<file path="src/rtl/seg7_readback.sv">
// Reconstructs hex digits from a multiplexed active-low 7-segment bus and publishes full-frame snapshots.
// Optional decimal-point capture is enabled with `define SEG7_DP_EN.
module seg7_readback #(
    parameter int NUM_DIG    = 4,
    parameter int STABLE_CYC = 4
) (
    input  logic                   clk,
    input  logic                   rst_n,
    input  logic [6:0]             seg,
`ifdef SEG7_DP_EN
    input  logic                   dp,
    output logic [NUM_DIG-1:0]     frame_dp,
`endif
    input  logic [NUM_DIG-1:0]     an,
    output logic [4*NUM_DIG-1:0]   frame,
    output logic                   frame_rdy,
    input  logic                   frame_ack,
    output logic                   err,
    input  logic                   err_clr
);

    localparam int         IW       = (NUM_DIG > 1) ? $clog2(NUM_DIG) : 1;
    localparam logic [7:0] STABLE_L = 8'(STABLE_CYC);

    typedef enum logic [1:0] {
        ST_WAIT  = 2'd0,
        ST_COUNT = 2'd1,
        ST_QUAL  = 2'd2,
        ST_HOLD  = 2'd3
    } state_t;

    // Returns {valid, value} for an active-high gfedcba on-pattern.
    function automatic logic [4:0] seg_decode(input logic [6:0] on_pat);
        logic [4:0] r;
        case (on_pat)
            7'h3F:   r = {1'b1, 4'h0};
            7'h06:   r = {1'b1, 4'h1};
            7'h5B:   r = {1'b1, 4'h2};
            7'h4F:   r = {1'b1, 4'h3};
            7'h66:   r = {1'b1, 4'h4};
            7'h6D:   r = {1'b1, 4'h5};
            7'h7D:   r = {1'b1, 4'h6};
            7'h07:   r = {1'b1, 4'h7};
            7'h7F:   r = {1'b1, 4'h8};
            7'h6F:   r = {1'b1, 4'h9};
            7'h77:   r = {1'b1, 4'hA};
            7'h7C:   r = {1'b1, 4'hB};
            7'h39:   r = {1'b1, 4'hC};
            7'h5E:   r = {1'b1, 4'hD};
            7'h79:   r = {1'b1, 4'hE};
            7'h71:   r = {1'b1, 4'hF};
            default: r = {1'b0, 4'h0};
        endcase
        return r;
    endfunction

    function automatic logic [IW-1:0] dig_idx(input logic [NUM_DIG-1:0] a);
        logic [IW-1:0] r;
        r = '0;
        for (int i = 0; i < NUM_DIG; i++) begin
            if (a[i]) begin
                r = IW'(i);
            end
        end
        return r;
    endfunction

    logic                 dp_in_s;
`ifdef SEG7_DP_EN
    assign dp_in_s = dp;
    logic [NUM_DIG-1:0]   work_dp_q, work_dp_d;
    logic [NUM_DIG-1:0]   frame_dp_q, frame_dp_d;
    assign frame_dp = frame_dp_q;
`else
    assign dp_in_s = 1'b1;
`endif

    state_t               state_q, state_d;
    logic [NUM_DIG-1:0]   an_s_q, an_s_d;
    logic [6:0]           seg_s_q, seg_s_d;
    logic                 dp_s_q, dp_s_d;
    logic [NUM_DIG-1:0]   cand_an_q, cand_an_d;
    logic [6:0]           cand_seg_q, cand_seg_d;
    logic                 cand_dp_q, cand_dp_d;
    logic [7:0]           cnt_q, cnt_d;
    logic [4*NUM_DIG-1:0] work_q, work_d;
    logic [NUM_DIG-1:0]   seen_q, seen_d;
    logic [4*NUM_DIG-1:0] frame_q, frame_d;
    logic                 frame_rdy_q, frame_rdy_d;
    logic                 err_q, err_d;

    logic                 match_s;
    logic                 qual_err_s;
    logic [NUM_DIG-1:0]   qual_bit_s;
    logic [4:0]           dec_s;
    logic [IW-1:0]        idx_s;
    logic                 publish_s;

    assign frame     = frame_q;
    assign frame_rdy = frame_rdy_q;
    assign err       = err_q;

    // Next-state logic: input sampling, stability FSM, frame publish and error flag.
    always_comb begin
        state_d     = state_q;
        an_s_d      = an;
        seg_s_d     = seg;
        dp_s_d      = dp_in_s;
        cand_an_d   = cand_an_q;
        cand_seg_d  = cand_seg_q;
        cand_dp_d   = cand_dp_q;
        cnt_d       = cnt_q;
        work_d      = work_q;
        frame_d     = frame_q;
        frame_rdy_d = frame_rdy_q;
        qual_err_s  = 1'b0;
        qual_bit_s  = '0;
`ifdef SEG7_DP_EN
        work_dp_d   = work_dp_q;
        frame_dp_d  = frame_dp_q;
`endif
        match_s = (an_s_q == cand_an_q) && (seg_s_q == cand_seg_q) && (dp_s_q == cand_dp_q);
        dec_s   = seg_decode(~cand_seg_q);
        idx_s   = dig_idx(cand_an_q);

        case (state_q)
            ST_WAIT: begin
                cnt_d = 8'd0;
                if ($onehot(an_s_q)) begin
                    cand_an_d  = an_s_q;
                    cand_seg_d = seg_s_q;
                    cand_dp_d  = dp_s_q;
                    if (STABLE_L == 8'd1) begin
                        state_d = ST_QUAL;
                    end else begin
                        cnt_d   = 8'd1;
                        state_d = ST_COUNT;
                    end
                end else begin
                    state_d = ST_WAIT;
                end
            end
            ST_COUNT: begin
                if (match_s) begin
                    cnt_d = cnt_q + 8'd1;
                    if (cnt_q + 8'd1 == STABLE_L) begin
                        state_d = ST_QUAL;
                    end else begin
                        state_d = ST_COUNT;
                    end
                end else if ($onehot(an_s_q)) begin
                    // A new stable-looking candidate restarts the dwell count.
                    cand_an_d  = an_s_q;
                    cand_seg_d = seg_s_q;
                    cand_dp_d  = dp_s_q;
                    cnt_d      = 8'd1;
                end else begin
                    cnt_d   = 8'd0;
                    state_d = ST_WAIT;
                end
            end
            ST_QUAL: begin
                cnt_d   = 8'd0;
                state_d = ST_HOLD;
                if (dec_s[4]) begin
                    work_d[4*idx_s +: 4] = dec_s[3:0];
                    qual_bit_s           = cand_an_q;
`ifdef SEG7_DP_EN
                    work_dp_d[idx_s]     = ~cand_dp_q;
`endif
                end else begin
                    qual_err_s = 1'b1;
                end
            end
            ST_HOLD: begin
                if (match_s) begin
                    state_d = ST_HOLD;
                end else begin
                    state_d = ST_WAIT;
                end
            end
            default: begin
                cnt_d   = 8'd0;
                state_d = ST_WAIT;
            end
        endcase

        // An ack in the same cycle as a pending full frame loads it back-to-back.
        publish_s = (&seen_q) && (!frame_rdy_q || frame_ack);
        if (publish_s) begin
            frame_d     = work_q;
            frame_rdy_d = 1'b1;
            seen_d      = qual_bit_s;
`ifdef SEG7_DP_EN
            frame_dp_d  = work_dp_q;
`endif
        end else if (frame_ack) begin
            frame_rdy_d = 1'b0;
            seen_d      = seen_q | qual_bit_s;
        end else begin
            seen_d      = seen_q | qual_bit_s;
        end

        if (qual_err_s) begin
            err_d = 1'b1;
        end else if (err_clr) begin
            err_d = 1'b0;
        end else begin
            err_d = err_q;
        end
    end

    // State registers with synchronous active-low reset.
    always_ff @(posedge clk) begin
        if (!rst_n) begin
            state_q     <= ST_WAIT;
            an_s_q      <= '0;
            seg_s_q     <= 7'h00;
            dp_s_q      <= 1'b0;
            cand_an_q   <= '0;
            cand_seg_q  <= 7'h00;
            cand_dp_q   <= 1'b0;
            cnt_q       <= 8'd0;
            work_q      <= '0;
            seen_q      <= '0;
            frame_q     <= '0;
            frame_rdy_q <= 1'b0;
            err_q       <= 1'b0;
`ifdef SEG7_DP_EN
            work_dp_q   <= '0;
            frame_dp_q  <= '0;
`endif
        end else begin
            state_q     <= state_d;
            an_s_q      <= an_s_d;
            seg_s_q     <= seg_s_d;
            dp_s_q      <= dp_s_d;
            cand_an_q   <= cand_an_d;
            cand_seg_q  <= cand_seg_d;
            cand_dp_q   <= cand_dp_d;
            cnt_q       <= cnt_d;
            work_q      <= work_d;
            seen_q      <= seen_d;
            frame_q     <= frame_d;
            frame_rdy_q <= frame_rdy_d;
            err_q       <= err_d;
`ifdef SEG7_DP_EN
            work_dp_q   <= work_dp_d;
            frame_dp_q  <= frame_dp_d;
`endif
        end
    end

endmodule

</file>
<file path="config.mk">
export PLATFORM = sky130hd
export DESIGN_NAME = seg7_readback
export DESIGN_NICKNAME = d
export VERILOG_FILES = /design/src/rtl/seg7_readback.sv
export SDC_FILE = /design/constraint.sdc
export NUM_CORES = 1
export LEC_CHECK = 0
export ABC_CLOCK_PERIOD_IN_PS = 6800
export CORE_ASPECT_RATIO = 0.7
export CORE_MARGIN = 2
export CORE_UTILIZATION = 30
export CTS_CLUSTER_DIAMETER = 80
export DETAILED_ROUTE_END_ITERATION = 16
export PLACE_DENSITY_LB_ADDON = 0.3
export RECOVER_POWER = 50
export SYNTH_ARGS = -nofsm -noshare
export SYNTH_HDL_FRONTEND = slang
export SYNTH_SLANG_ARGS = --single-unit
</file>
<file path="constraint.sdc">
create_clock -name clk -period 6.8 [get_ports clk]
set_clock_uncertainty 0.15 [all_clocks]
set_input_delay 0.68 -clock clk [delete_from_list [all_inputs] [get_ports clk]]
set_output_delay 0.68 -clock clk [all_outputs]
set_load 0.03 [all_outputs]
</file>
==> summary.txt, run 1 <==
Outcome
  – Status: finished clean

STA
  – Fin. max-slew vios: 0
  – Final number of hold-violating endpoints: 0
  – Final worst slack: 2.939 ns
  – Max_slew headroom: 13.56%
  – Final setup viols: 0
  – Fin crit share: 56.77%
  – Unrepaired setup endpoints after global routing: no
  – Final setup TNS: 0 ns
  – Fin crit period: 3.861 ns
  – Fmax: 259.0 MHz
  – Worst-Margin Slew: 1.283 ns

Global routing
  – Initial antenna violation count: 0
  – Gr usage total: 14.06%
  – Vias in the first global route: 2,880
  – First-pass GRT wire length: 14,370 um
  – Largest net degree at the start of global routing: 32
  – Gr ovfl total: 0

Setup path
  – CP Capture Type: register
  – R2R Path End: cand_seg_q[3]
  – Crit path max-delay cell type: clkbuf_1
  – Crit path cell chain: dlygate4sd3_1 > clkbuf_1 > inv_1 > nor3_1 > o2111ai_1 > nand3_1
  – Worst R2R Start: an_s_q[0]
  – Critical path startpoint category: input pin
  – Crit path arrival time: 3.99 ns
  – Slowest stage delay, CP: 0.89 ns
  – CP startpoint: rst_n
  – Reg2reg path depth: 9
  – CP Capture Point: cnt_q[6]
  – R2R Setup Slk: 3.65 ns
  – Worst-path fanout max: 31
  – Crit path required time: 6.93 ns
  – Critical path type: in -> reg

Die
  – Die Ht: 96.09 um
  – Core area: 11,770 um^2
  – Die area: 13,030 um^2
  – IO Count: 33
  – Initial Utilization: 30.89%
  – # rows: 33
  – Die span in x: 135.6 um

Clocking
  – Post-CTS resize count: 0
  – CTS tree: yes
  – Max Buffers Root-to-Sink: 2
  – # clock sinks: 72
  – Root buffer cell: clkbuf_16
  – Clk_lat worst skew: 0.34 ns
  – H-tree depth: 3
  – Hold buffer count at CTS: 0
  – Clock-pin transition on the worst setup and hold timing paths: 0.06 ns
  – Num CTS Buffers: 9
  – Setup Buffers After CTS: 0

Synth
  – Top post-synthesis cells by area: dfxtp_1 (40%), nand2_1 (6.6%), a21oi_1 (5.5%)
  – Top cells by count, synth: dfxtp_1 (72), nand2_1 (64), a21oi_1 (40), o21ai_0 (27), nand3_1 (22)
  – Ys async rst share: 0%
  – Top cell type's share of synthesized area: 39.66%
  – Post-synthesis area per instance: 8.453 um^2
  – Post-Syn Nets: 458
  – Synth Instances: 430
  – Number of register bits inferred by synthesis: 72
  – Synth area leader: dfxtp_1
  – Netlist cell types: 55
  – Synth Flop Type: dfxtp_1
  – Yosys warning count: 0
  – Syn Std Cell Area: 3635 um^2
  – EDFF count, synth: 0
  – Sequential area share after synthesis: 39.66%
  – Top-count cell post-synth: dfxtp_1

Final layout
  – Multi-input gate area: 1997 um^2
  – Fin util: 36.64%
  – Share of cells above drive strength 1: 6.637%
  – # diodes: 0
  – Finished Cell Area: 4312 um^2
  – FF/Latch Area: 1441 um^2
  – Finished Layout Cells: 609
  – Nets@finish: 475
  – Area delta synth->final: 18.62%
  – FILL cells: 1,177

Hold path
  – Min-Delay Path Depth: 2
  – HP Class: reg -> reg
  – Hold path start: frame[12]

Power and ir drop
  – Pwr Density: 244.0 nW/um^2
  – Leakage: 0.001557 uW
  – Peak supply drop: 0.0001321 V

Drt
  – Remaining DRCs: 0
  – Routed vias/inst: 5.067
  – Routed wire length: 8688 um
  – Post-route ant nets: 0
  – Routed wire per std cell: 14.27 um
  – First-pass DRT Iterations: 4
  – DR iter-0 viols: 170
  – Vias: 3,086

Placement
  – Post-DP Area: 4045 um^2
  – HPWL Detailed: 6116 um
  – GPL Wtd Cong: 0.8147
  – Setup Slack @ Placement: 3.598 ns
  – Placed cell count: 593
  – Buffers on Ports: 32

Flow run
  – MaxCap Viol Count: 0
-- power breakdown --
| group | total [uW] | leakage [uW] | switching (uW) | internal, uW |
|---|---|---|---|---|
| sequential | 459 | 0.000584 | 24.3 | 434 |
| combinational | 153 | 0.000845 | 95.2 | 58.0 |
| clock | 440 | 0.000127 | 190 | 250 |
| total | 1050 | 0.00156 | 309 | 743 |
-- sequential cells by signal, indices dropped and copies added (netlist names) --
name	count
cand_dp_q	1
err	1
work_q	16
cand_an_q	4
an_s_q	4
cnt_q	8
seg_s_q	7
dp_s_q	1
state_q	2
frame	16
frame_rdy	1
seen_q	4
cand_seg_q	7
-- metal layers --
layer / GRT usage (%) / routed length, um
met2: 20.83 / 3656
met1: 19.51 / 4435
met5: 0 / 0
met4: 5.382 / 63
met3: 3.791 / 531
-- worst min path at each step --
stage | end | slack [ns]
after floorplan | frame[10] | 0.28
after global placement | seen_q[3] | 0.29
after detailed placement | frame[9] | 0.29
after CTS | frame[9] | 0.30
after global routing | frame[5] | 0.32
final | frame[12] | 0.30
-- kinds of logic (layout without fill, tap and decap cells) --
| group | after synthesis | after routing | share of synthesized area, % |
|---|---|---|---|
| simple gates | 175 | 175 | 25.89 |
| buf+inv | 47 | 69 | 5.404 |
| xor+xnor | 14 | 14 | 3.374 |
| flops | 72 | 72 | 39.66 |
| mux | 11 | 11 | 3.064 |
| fa+ha+maj | 13 | 13 | 4.681 |
| compound gates | 98 | 98 | 17.94 |
-- critical path: cells and delay by family --
| family | cells | cell delay [ns] |
|---|---|---|
| buf+inv | 3 | 2.12 |
| simple gates | 2 | 0.96 |
| compound gates | 1 | 0.22 |
-- layout make-up --
class	instances	share of cell area, %
inverters	18	1.567
flip-flops and latches	72	33.43
clock inverters	5	0.9576
multi-input cells	311	46.31
clock buffers	11	5.398
well taps	157	4.556
repair buffers	35	7.777
-- placed cells by master, fill, tap and decap left out, drive strengths merged, types with 6 or more instances in the layout --
| cell | count |
|---|---|
| a21oi | 40 |
| and2 | 18 |
| clkbuf | 13 |
| clkdlybuf4s50 | 13 |
| dfxtp | 72 |
| dlygate4sd3 | 19 |
| ha | 12 |
| inv | 20 |
| mux2i | 10 |
| nand2 | 64 |
| nand3 | 22 |
| nand4 | 10 |
| nor2 | 13 |
| nor3 | 6 |
| nor3b | 6 |
| nor4 | 6 |
| o211ai | 8 |
| o21ai | 27 |
| xnor2 | 13 |
-- through the flow --
| stage | hold slack [ns] | power (uW) |
|---|---|---|
| global placement | 0.2895 | 614.7 |
| finish | 0.2977 | 1052 |
| CTS | 0.2994 | 1059 |
| floorplan | 0.2773 | 582.6 |
| detailed placement | 0.2925 | 618.9 |
| global route | 0.3239 | 1099 |
Power figures use the tool's default switching activity.
==> run 2: changes to the inputs <==
--- a/config.mk
+++ b/config.mk
@@ -5,7 +5,7 @@
 export SDC_FILE = /design/constraint.sdc
 export NUM_CORES = 1
 export LEC_CHECK = 0
-export ABC_CLOCK_PERIOD_IN_PS = 6800
+export ABC_CLOCK_PERIOD_IN_PS = 4010
 export CORE_ASPECT_RATIO = 0.7
 export CORE_MARGIN = 2
 export CORE_UTILIZATION = 30
==> constraint.sdc (replaced) <==
create_clock -name clk -period 4.01 [get_ports clk]
set_clock_uncertainty 0.15 [all_clocks]
set_input_delay 0.401 -clock clk [delete_from_list [all_inputs] [get_ports clk]]
set_output_delay 0.401 -clock clk [all_outputs]
set_load 0.03 [all_outputs]
==> run 2 against run 1 <==
  * Utilization increased by 0.60 points
  * Sequential cell count unchanged
  * First-iteration DRC count increased by 18%
  * Clock power increased by 100%
  * Register-to-register slack got worse by 2.8 ns
  * Global-route usage increased by 0.28 points
  * Clock-buffer cell count increased by 1
  * Hold slack improved by 0.0023 ns
  * Via count increased by 1.2%
  * Power increased by 83%
  * Combinational power increased by 70%
  * Design area increased by 1.6%
  * Largest power group is now clock
  * Highest routed layer unchanged
==> summary.txt, run 2 (synthesis results as in run 1) <==
Drt
  – Vias: 3,123 (+1.2%)
  – Remaining DRCs: 0 (unchanged)
  – First-pass DRT Iterations: 4 (unchanged)
  – Routed wire length: 8677 um (-0.13%)
  – DR iter-0 viols: 200 (+18%)
  – Routed vias/inst: 5.120 (+1.0%)
  – Post-route ant nets: 0 (unchanged)
  – Routed wire per std cell: 14.22 um (-0.29%)

Power and ir drop
  – Clock share of power: 46.2% (+4.4 points)
  – Comb pwr share: 13.5% (-1.1 points)
  – Leakage: 0.001600 uW (+2.8%)
  – Sw Ratio: 26.69% (-2.7 points)
  – Peak supply drop: 0.0002245 V (+70%)
  – Reg power frac: 40.3% (-3.3 points)
  – Pwr Density: 440.6 nW/um^2 (+81%)
  – Psw: 515.3 uW (+67%)
  – Pint: 1415 uW (+91%)

Setup path
  – R2R Setup Slk: 0.81 ns (-2.84 ns)
  – CP Capture Type: register
  – Crit path required time: 4.04 ns (-2.89 ns)
  – Critical path's top delay family: compound AO/OA/AOI/OAI gates
  – Critical path startpoint category: register
  – Crit path cell chain: inv_1 > fa_1 > inv_1 > ha_1 > ha_1 > nor3b_1 > o21ai_0 > o21ai_0 > a21oi_1
  – Crit path arrival time: 3.23 ns (-0.76 ns)
  – Worst-path fanout max: 12 (-61%)
  – Critical path type: reg -> reg
  – Crit path max-delay cell type: o21ai_0
  – Slowest stage delay, CP: 0.55 ns (-0.34 ns)
  – Bufs and invs on worst path: 2 (-1)

Global routing
  – First-pass GRT wire length: 14,640 um (+1.9%)
  – Vias in the first global route: 2,967 (+3.0%)
  – Top Usage Layer GRT: met2
  – Gr ovfl total: 0 (unchanged)
  – Met2 Track Usage GR: 21.93% (+1.1 points)
  – Grt met3 use: 4.002% (+0.21 points)
  – Initial antenna violation count: 0 (unchanged)
  – Gr usage total: 14.35% (+0.28 points)
  – Met1 Use GR: 19.53% (+0.020 points)
  – Largest net degree at the start of global routing: 32 (unchanged)

STA
  – Fmax: 312.5 MHz
  – Max_slew headroom: 19.45% (+5.9 points)
  – Final setup viols: 0 (unchanged)
  – Final setup TNS: 0 ns (unchanged)
  – Fin. max-slew vios: 0 (unchanged)
  – Fin crit period: 3.200 ns
  – Final number of hold-violating endpoints: 0 (unchanged)
  – Worst-Margin Slew: 1.196 ns (-0.08738 ns)
  – Unrepaired setup endpoints after global routing: no
  – WHS: 0.3000 ns (+0.002327 ns)
  – Fin crit share: 79.80%

Final layout
  – Finished Cell Area: 4382 um^2 (+1.6%)
  – Multi-input gate area: 1997 um^2 (unchanged)
  – FILL cells: 1,203 (+2.2%)
  – Most frequent cells in the layout: dfxtp_1 (72), nand2_1 (64), a21oi_1 (40)
  – Commonest non-fill, non-tap cell in the layout: dfxtp_1
  – # diodes: 0 (unchanged)
  – Nets@finish: 476 (+0.21%)
  – FF/Latch Area: 1441 um^2 (unchanged)
  – Area delta synth->final: 20.55%
  – Fin util: 37.24% (+0.60 points)
  – Share of cells above drive strength 1: 7.285% (+0.65 points)
  – Finished Layout Cells: 610 (+0.16%)

Placement
  – Placed cell count: 594 (+0.17%)
  – Post-DP Area: 4053 um^2 (+0.19%)
  – Buffers on Ports: 32 (unchanged)
  – GPL Wtd Cong: 0.8187 (+0.49%)
  – HPWL Detailed: 6087 um (-0.49%)

Clocking
  – Max Buffers Root-to-Sink: 2 (unchanged)
  – Post-CTS resize count: 0 (unchanged)
  – Num CTS Buffers: 9 (unchanged)
  – CTS tree: yes
  – # clock sinks: 72 (unchanged)
  – Root buffer cell: clkbuf_16
  – H-tree depth: 3 (unchanged)
  – Hold buffer count at CTS: 0 (unchanged)
  – Clock-pin transition on the worst setup and hold timing paths: 0.06 ns (about the same)
  – Setup Buffers After CTS: 0 (unchanged)
  – Clk_lat worst skew: 0.34 ns (about the same)

Die
  – # rows: 33 (unchanged)
  – Core area: 11,770 um^2 (unchanged)
  – Initial Utilization: 30.89% (unchanged)
  – Die Ht: 96.09 um (unchanged)
  – Die area: 13,030 um^2 (unchanged)
  – Die span in x: 135.6 um (unchanged)
  – IO Count: 33 (unchanged)

Flow run
  – MaxCap Viol Count: 0 (unchanged)

Hold path
  – HP Class: reg -> reg

Outcome
  – Status: finished clean
[run 2: cell count changes in the layout (fill, tap and decap cells not counted), sizes merged]
cell	previous run	this run
buf	1	3
clkdlybuf4s50	13	12
dlygate4sd3	19	20
inv	20	18
bufinv	0	2
clkinvlp	2	1
[run 2: metrics by stage]
stage	setup slack [ns]	total power [uW]
after floorplan	1.399	987.9
after global placement	1.003	1043
after detailed placement	0.8445	1051
after CTS	0.8304	1941
after global routing	0.5026	2014
final	0.8099	1931
[run 2: area by class of cell]
class                      count  area share (%)
inverter                      18           1.542
multi-input combinational    311           45.57
tap                          157           4.483
clock buffer                  12           5.854
sequential                    72           32.90
timing repair buffer          36           7.910
clock inverter                 4           1.742
[run 2: routing by layer]
metal	share of wire, %	wire (um)
met5	0	0
met4	1.4	121
met3	5.6	490
met2	43	3723
met1	50	4343
[run 2: power groups by stage]
stage	clock network [uW]	registers, uW	logic [uW]
floorplan	0	768	220
global placement	0	791	252
detailed placement	0	794	257
CTS	904	778	259
global route	937	783	294
finish	892	778	260
[run 2: tightest hold or removal path, delay by kind of cell (launching register included)]
kind | cells | cell delay, ns
and+or+nand+nor | 1 | 0.05
DFF | 1 | 0.30
AOI/OAI and AO/OA | 1 | 0.05
[run 2: worst paths after layout]
kind | to | cells past startpoint | startpoint
worst min register to register | frame[7] | 2 | frame[7]
worst max-delay path | cand_dp_q | 9 | an_s_q[0]
worst min-delay path | frame[7] | 2 | frame[7]
worst max register to register | cand_dp_q | 9 | an_s_q[0]
==> run 3: changes to the inputs <==
--- a/config.mk
+++ b/config.mk
@@ -5,7 +5,7 @@
 export SDC_FILE = /design/constraint.sdc
 export NUM_CORES = 1
 export LEC_CHECK = 0
-export ABC_CLOCK_PERIOD_IN_PS = 4010
+export ABC_CLOCK_PERIOD_IN_PS = 2600
 export CORE_ASPECT_RATIO = 0.7
 export CORE_MARGIN = 2
 export CORE_UTILIZATION = 30
==> constraint.sdc (replaced) <==
create_clock -name clk -period 2.6 [get_ports clk]
set_clock_uncertainty 0.15 [all_clocks]
set_input_delay 0.26 -clock clk [delete_from_list [all_inputs] [get_ports clk]]
set_output_delay 0.26 -clock clk [all_outputs]
set_load 0.03 [all_outputs]
==> run 3 against run 2 <==
  * Non-clock buffer count grew 10
  * Combinational power is 72% higher
  * Setup slack got worse by 0.68 ns
  * Wire length decreased by 1.3%
  * Register-to-register slack worse by 0.68 ns
  * Global-route usage down 0.53 points
  * Sequential power increased by 54%
==> summary.txt, run 3 (synthesis results as in run 1) <==
Outcome
  – Status: finished clean

Setup path
  – Critical path type: reg -> reg
  – Slowest stage delay, CP: 0.52 ns (-0.03 ns)
  – Crit path required time: 2.66 ns (-1.38 ns)
  – Critical path startpoint category: register
  – Crit path max-delay cell type: fa_1
  – Crit path arrival time: 2.53 ns (-0.70 ns)
  – CP Capture Type: register
  – Crit path cell chain: inv_1 > fa_1 > inv_1 > ha_1 > ha_1 > nor3b_2 > o21ai_0 > buf_4 > o21ai_0 > a21oi_1
  – Worst-path fanout max: 12 (unchanged)

Drt
  – Routed wire per std cell: 13.82 um (-2.9%)
  – Vias: 3,107 (-0.51%)
  – First-pass DRT Iterations: 4 (unchanged)
  – DR iter-0 viols: 204 (+2.0%)
  – Routed vias/inst: 5.011 (-2.1%)
  – Post-route ant nets: 0 (unchanged)
  – Remaining DRCs: 0 (unchanged)
  – Routed wire length: 8566 um (-1.3%)

Power and ir drop
  – Final Power: 2959 uW (+53%)
  – Peak supply drop: 0.0003934 V (+75%)
  – Leakage: 0.001630 uW (+1.9%)
  – Pwr Density: 664.6 nW/um^2 (+51%)

Final layout
  – Fin util: 37.83% (+0.60 points)
  – Most frequent cells in the layout: dfxtp_1 (70), nand2_1 (64), a21oi_1 (39)
  – FF/Latch Area: 1444 um^2 (+0.17%)
  – Multi-input gate area: 2008 um^2 (+0.56%)
  – Nets@finish: 486 (+2.1%)
  – Area delta synth->final: 22.48%
  – Share of cells above drive strength 1: 9.935% (+2.7 points)
  – # diodes: 0 (unchanged)
  – FILL cells: 1,205 (+0.17%)
  – Commonest non-fill, non-tap cell in the layout: dfxtp_1

Die
  – Core area: 11,770 um^2 (unchanged)
  – Die Ht: 96.09 um (unchanged)
  – Die area: 13,030 um^2 (unchanged)
  – Initial Utilization: 30.89% (unchanged)
  – # rows: 33 (unchanged)
  – IO Count: 33 (unchanged)
  – Die span in x: 135.6 um (unchanged)

Global routing
  – Gr usage total: 13.82% (-0.53 points)
  – Initial antenna violation count: 0 (unchanged)
  – First-pass GRT wire length: 14,030 um (-4.2%)
  – Gr ovfl total: 0 (unchanged)
  – Vias in the first global route: 2,774 (-6.5%)
  – Largest net degree at the start of global routing: 30 (-6.3%)

Clocking
  – Root buffer cell: clkbuf_16
  – CTS tree: yes
  – H-tree depth: 3 (unchanged)
  – Num CTS Buffers: 9 (unchanged)
  – Max Buffers Root-to-Sink: 2 (unchanged)
  – Setup Buffers After CTS: 0 (unchanged)
  – # clock sinks: 72 (unchanged)
  – Clk_lat worst skew: 0.33 ns (about the same)
  – Clock-pin transition on the worst setup and hold timing paths: 0.06 ns (about the same)

STA
  – Unrepaired setup endpoints after global routing: no
  – Final setup viols: 0 (unchanged)
  – Max_slew headroom: 19.42% (-0.026 points)
  – Fin crit share: 94.96% (+15 points)
  – Fin. max-slew vios: 0 (unchanged)
  – Final setup TNS: 0 ns (unchanged)
  – Fin crit period: 2.469 ns (-0.7311 ns)
  – Final worst slack: 0.1310 ns (-0.6789 ns)
  – WHS: 0.2990 ns (-0.0009800 ns)
  – Worst-Margin Slew: 1.209 ns (+0.01303 ns)
  – Final number of hold-violating endpoints: 0 (unchanged)
  – Fmax: 405.0 MHz (+30%)

Placement
  – GPL Wtd Cong: 0.8050 (-1.7%)
  – Setup Slack @ Placement: 0.07992 ns (-0.7646 ns)
  – HPWL Detailed: 6012 um (-1.2%)
  – Buffers on Ports: 32 (unchanged)

Flow run
  – MaxCap Viol Count: 0 (unchanged)

Hold path
  – HP Class: reg -> reg
run 3: path summary, 6_finish.rpt:
check | from | to | slack, ns | cells after the start
worst min-delay path | frame[10] | frame[10] | 0.30 | 2
worst max-delay path | an_s_q[0] | cand_seg_q[6] | 0.13 | 10
worst max register to register | an_s_q[0] | cand_seg_q[6] | 0.13 | 10
worst min register to register | frame[10] | frame[10] | 0.30 | 2
run 3: routing by layer:
metal  vias up  track usage [%]  wire, um
li1       1580                -         -
met1      1453            19.48      4484
met2        65            20.50      3591
met3         9            3.844       395
met4         0            4.167        94
met5         -                0         0
run 3: area by class of cell:
class / count / share of cell area [%]
Clock buffer: 11 / 5.228
Clock inverter: 5 / 1.827
Inverter: 18 / 1.518
Multi-Input combinational cell: 311 / 45.11
Sequential cell: 72 / 32.43
Tap cell: 157 / 4.413
Timing Repair Buffer: 46 / 9.472
run 3: timing repair:
action,in CTS,in global routing
resized for setup,0,10
endpoints found under the setup margin,0,14
hold buffers,0,0
run 3: stage by stage:
stage | instance area (um^2) | instances
2_1_floorplan | 3640 | 430
5_1_grt | 4452 | 620
6_report | 4452 | 620
3_5_place_dp | 4133 | 604
4_1_cts | 4447 | 620
3_3_place_gp | 4133 | 604
run 3: power by group:
group          switching [uW]  internal (uW)  total (uW)
clock                     474            841        1310
combinational             261            186         447
sequential               60.4           1140        1200
run 3: critical path: cells and delay by family, from the launching register on:
| kind | cells | cell delay [ns] |
|---|---|---|
| AND/OR/NAND/NOR | 1 | 0.18 |
| adder cells (fa/ha/maj) | 3 | 0.99 |
| AO/OA/AOI/OAI | 3 | 0.39 |
| buffers and inverters | 3 | 0.30 |
| flip-flops | 1 | 0.34 |
